--- config.mk ---
export PLATFORM = sky130hd
export DESIGN_NAME = packet_source
export DESIGN_NICKNAME = d
export VERILOG_FILES = /design/src/rtl/packet_source.sv
export SDC_FILE = /design/constraint.sdc
export NUM_CORES = 1
export LEC_CHECK = 0
export BUFFER_PORTS_ARGS = -buffer_cell sky130_fd_sc_hd__buf_2
export CORE_MARGIN = 3
export CORE_UTILIZATION = 45
export DETAILED_ROUTE_END_ITERATION = 10
export GPL_TIMING_DRIVEN = 1
export PLACE_DENSITY = 0.77
export SETUP_SLACK_MARGIN = 0.1
export SYNTH_ARGS = -nofsm -noshare
export SYNTH_HDL_FRONTEND = slang
export SYNTH_SLANG_ARGS = --single-unit
--- constraint.sdc ---
create_clock -name clk -period 2.2 [get_ports clk]
set_input_delay 0.44 -clock clk [delete_from_list [all_inputs] [get_ports clk]]
set_output_delay 0.44 -clock clk [all_outputs]
set_load 0.02 [all_outputs]
--- src/rtl/packet_source.sv ---
// Flit-channel packet generator: header {dest, seq}, PKT_LEN-1 counting body flits, GAP idle cycles.
// Optional XOR checksum tail flit when PACKET_SOURCE_CHECKSUM_EN is defined.
module packet_source #(
  parameter int unsigned SIZE         = 8,
  parameter int unsigned CHANNEL_BITS = 3,
  parameter int unsigned PKT_LEN      = 4,
  parameter int unsigned GAP          = 2
) (
  input  logic                    clk,
  input  logic                    reset,
  input  logic                    enable,
  input  logic [CHANNEL_BITS-1:0] dest,
  output logic                    ch_req,
  output logic [SIZE-1:0]         ch_flit,
  input  logic                    ch_ack,
  output logic                    pkt_sent,
  output logic                    busy
);

  localparam int unsigned SEQ_W    = SIZE - CHANNEL_BITS;
  localparam int unsigned IDX_W    = $clog2(PKT_LEN);
  localparam int unsigned GAP_W    = (GAP > 1) ? $clog2(GAP) : 1;
  localparam int unsigned GAP_LAST = (GAP > 0) ? GAP - 1 : 0;

  typedef enum logic [2:0] {
    ST_IDLE,
    ST_HEAD,
    ST_BODY,
`ifdef PACKET_SOURCE_CHECKSUM_EN
    ST_TAIL,
`endif
    ST_GAP
  } state_t;

  state_t             state_q, state_d;
  logic               req_q, req_d;
  logic [SIZE-1:0]    flit_q, flit_d;
  logic               sent_q, sent_d;
  logic               busy_q, busy_d;
  logic [SEQ_W-1:0]   seq_q, seq_d;
  logic [IDX_W-1:0]   idx_q, idx_d;
  logic [GAP_W-1:0]   gcnt_q, gcnt_d;
`ifdef PACKET_SOURCE_CHECKSUM_EN
  logic [SIZE-1:0]    csum_q, csum_d;
`endif
  logic               xfer;
  logic               eop;

  // Body flit payload: (seq*PKT_LEN + idx) mod 2^SIZE
  function automatic logic [SIZE-1:0] body_flit(input logic [SEQ_W-1:0] s,
                                                 input logic [IDX_W-1:0] i);
    return SIZE'(s) * SIZE'(PKT_LEN) + SIZE'(i);
  endfunction

  assign xfer = req_q & ch_ack;

  always_comb begin
    state_d = state_q;
    req_d   = req_q;
    flit_d  = flit_q;
    sent_d  = 1'b0;
    busy_d  = busy_q;
    seq_d   = seq_q;
    idx_d   = idx_q;
    gcnt_d  = gcnt_q;
`ifdef PACKET_SOURCE_CHECKSUM_EN
    csum_d  = csum_q;
`endif
    eop     = 1'b0;

    case (state_q)
      ST_IDLE: begin
        if (enable) begin
          state_d = ST_HEAD;
          req_d   = 1'b1;
          busy_d  = 1'b1;
          flit_d  = {dest, seq_q};
        end
      end
      ST_HEAD: begin
        if (xfer) begin
          state_d = ST_BODY;
          idx_d   = IDX_W'(1);
          flit_d  = body_flit(seq_q, IDX_W'(1));
`ifdef PACKET_SOURCE_CHECKSUM_EN
          csum_d  = flit_q;
`endif
        end
      end
      ST_BODY: begin
        if (xfer) begin
`ifdef PACKET_SOURCE_CHECKSUM_EN
          csum_d = csum_q ^ flit_q;
`endif
          if (idx_q == IDX_W'(PKT_LEN - 1)) begin
`ifdef PACKET_SOURCE_CHECKSUM_EN
            state_d = ST_TAIL;
            flit_d  = csum_q ^ flit_q;
`else
            eop     = 1'b1;
`endif
          end else begin
            idx_d  = idx_q + IDX_W'(1);
            flit_d = body_flit(seq_q, idx_q + IDX_W'(1));
          end
        end
      end
`ifdef PACKET_SOURCE_CHECKSUM_EN
      ST_TAIL: begin
        if (xfer) eop = 1'b1;
      end
`endif
      ST_GAP: begin
        if (gcnt_q == GAP_W'(GAP_LAST)) state_d = ST_IDLE;
        else                            gcnt_d  = gcnt_q + GAP_W'(1);
      end
      default: state_d = ST_IDLE;
    endcase

    // Shared end-of-packet bookkeeping for the last flit transfer
    if (eop) begin
      state_d = (GAP > 0) ? ST_GAP : ST_IDLE;
      req_d   = 1'b0;
      busy_d  = 1'b0;
      sent_d  = 1'b1;
      seq_d   = seq_q + SEQ_W'(1);
      gcnt_d  = '0;
    end
  end

  always_ff @(posedge clk) begin
    if (reset) begin
      state_q <= ST_IDLE;
      req_q   <= 1'b0;
      flit_q  <= '0;
      sent_q  <= 1'b0;
      busy_q  <= 1'b0;
      seq_q   <= '0;
      idx_q   <= '0;
      gcnt_q  <= '0;
`ifdef PACKET_SOURCE_CHECKSUM_EN
      csum_q  <= '0;
`endif
    end else begin
      state_q <= state_d;
      req_q   <= req_d;
      flit_q  <= flit_d;
      sent_q  <= sent_d;
      busy_q  <= busy_d;
      seq_q   <= seq_d;
      idx_q   <= idx_d;
      gcnt_q  <= gcnt_d;
`ifdef PACKET_SOURCE_CHECKSUM_EN
      csum_q  <= csum_d;
`endif
    end
  end

  assign ch_req   = req_q;
  assign ch_flit  = flit_q;
  assign pkt_sent = sent_q;
  assign busy     = busy_q;

endmodule
==> results.cfg <==
[clock_network]
cts_tree = done
htree_levels = 1
numCtsBuffers = 3
root_buffer = clkbuf_4
clock_latency_ns = 0.30
post_cts_buffers = 0
numClockSinks = 20
clock_path_buffers = 2
clk_pin_slew_worst_paths_ns = 0.12
postCtsHoldBufs = 0
cts_resized = 0

[routing]
routed_via_density = 5.673
vias = 953
remaining_drc_errors = 0
routed_wl_mm = 2.280
avgRoutedWirePerCell_um = 13.57
first_pass_iters = 4
drt-initial-drc-count = 22
ant_nets = 0

[critical_path]
timing.rr.start = state_q[1]
endpoint_kind = flip-flop
cp-start-kind = flip-flop
cp.arrival_ns = 2.17
critical_path.startpoint = state_q[1]
critPathKind = flip-flop to flip-flop
required_ns = 2.39
crit_path_max_fanout = 6

[timing]
worstMarginPinSlew_ns = 0.5060
period_needed_ns = 1.974
slew_viol_final = 0
rsz0062_at_grt = no
finalWorstSetupSlack_ns = 0.2263
post-route-period-util_pct = 89.71
hold_viol = 0
fmax_mhz = 506.7
fin_setup_tns_ns = 0
clock_skew_ns = 0.008551
hold_slack_ns = 0.3794
relSlewSlack_pct = 66.27
setup_violations = 0

[placed_design]
hpwl_mm = 1.636
dp_cells = 165
gp_congestion = 0.8487
detailedPlace.worstSlack_ns = 0.2693
io_buffer_count = 17

[final_layout]
syn2layout_area_growth_pct = 8.742
nets = 156
antenna_cells = 0
drive_gt1_share_pct = 22.14
regArea_sq_um = 400.4
fill_cells = 223
multiInputGateArea_sq_um = 703.2
instances_no_fill = 168

[synthesis]
synth-edff-count = 0
yosysSeqAreaShare_pct = 34.12
synth_top_cell_area_share_pct = 34.12
synth_async_sr_flop_share_pct = 0
ys.warnings.count = 0
yosysTopAreaCell = dfxtp_1
syn_inst = 129
netlist_top_cells_area = dfxtp_1 (34%), ha_1 (7.5%), mux2_4 (6.4%), nand2b_1 (5.3%), nor2b_1 (5.3%)
synth.most_common_cell = dfxtp_1
synth_flop_cell = dfxtp_1
syn_nets = 143
syn_area_sq_mm = 0.001174
ys_types = 36
synth_commonest_cells = dfxtp_1 (20), nand2b_1 (10), nor2b_1 (10)
syn_area_per_cell_sq_um = 9.098
synth_seq_cells = 20

[global_route]
gr-total-overflow = 0
grt_pass1_wl_mm = 3.815
grt_busiest_layer = met2
use_met3_pct = 4.072
first_global_vias = 862
use_met1_pct = 17.84
grt_usage_pct = 14.33
antenna_found_initial = 0
use_met2_pct = 24.14
grt_max_degree = 32

[floorplanning]
start_util_pct = 50.16
die_width_um = 57.07
die_h_um = 57.07
die-area_sq_mm = 0.003257
io_pins = 18
coreArea_sq_mm = 0.002340
num_rows = 17

[hold_path]
hp-start = dest[2]
hold_class = input port to flip-flop

[run_status]
outcome = finished clean

[run]
drv_cap = 0

[power]
powerDensity_mw_per_mm2 = 1076
total_leakage_power_uw = 0.0005382
ir_drop_v = 0.0007957
stage by stage:
step                      area (sq um)  total power, uW  utilization [%]
after global routing              1276             1468            54.55
after floorplan                   1174             1090                -
after global placement            1254             1181            53.58
final                             1276             1373            54.55
after detailed placement          1254             1201            53.58
after CTS                         1276             1372            54.55
path summary, 6_finish.rpt:
kind,end,slack [ns],depth (start not counted)
worst max-delay path,ch_flit[3],0.23,5
worst max register to register,ch_flit[3],0.23,5
worst min-delay path,ch_flit[7],0.38,3
worst min register to register,ch_flit[7],0.49,2
flip-flops by register name, summed over array words and instances, names as in the netlist:
register,flops
seq_q,5
busy,1
pkt_sent,1
idx_q,2
state_q,2
ch_flit,8
gcnt_q,1
cell usage in the layout (no fill, tap or decap):
cell type,Yosys,layout
dfxtp_1,20,20
buf_2,2,17
nor2b_1,10,10
nand2b_1,10,10
nor2_1,9,9
a21oi_1,9,9
ha_1,7,7
nand2_1,6,6
o211ai_1,5,5
mux2_4,5,5
inv_1,4,4
nor3_1,3,3
nand4_1,3,3
mux2i_1,3,3
nor4_1,3,3
clkbuf_4,0,3
mux2_1,2,2
nand3_1,2,2
o311a_1,2,2
buf_4,1,2
nor4b_1,1,1
o2bb2ai_1,1,1
a31oi_1,1,1
and4_1,1,1
nand3b_1,1,1
a2111oi_0,1,1
a21bo_2,1,1
a2bb2oi_2,1,1
a2111oi_2,1,1
mux2_2,1,1
a2111o_1,1,1
a311o_1,1,1
o21ai_0,1,1
or3_1,1,1
xnor2_1,1,1
final cells by class:
class                           count  area share (%)
Clock buffer                        3           1.765
Timing Repair Buffer               19           7.843
Inverter                            4           1.176
Sequential cell                    20           31.37
Multi-Input combinational cell     94           55.10
Tap cell                           28           2.745
cell families after synthesis:
family                     Yosys count  share of synthesized area [%]
and+or+nand+nor                     50                          23.45
AOI/OAI and AO/OA                   25                          16.42
DFF                                 20                          34.11
buffers and inverters               15                          5.970
muxes                               11                          11.83
adders and majority gates            7                          7.462
xor gates and xnor gates             1                         0.7464
where the power goes:
part | leakage (uW) | internal, uW | switching [uW]
Clock | 0.0000138 | 63.8 | 113
Combinational | 0.000362 | 322 | 397
Sequential | 0.000163 | 424 | 53.5
critical path, cell delays in order, from the launching register on:
cell	delay, ns
dfxtp_1	0.43
inv_1	0.12
ha_1	0.23
a2bb2oi_2	0.18
a2111o_1	0.56
mux2_4	0.35
layer usage:
layer  routed length (um)  vias to the layer above
met2                 1080                       29
li1                     -                      480
met5                    0                        -
met1                 1067                      442
met4                   14                        0
met3                  116                        2
Power figures use the tool's default switching activity.
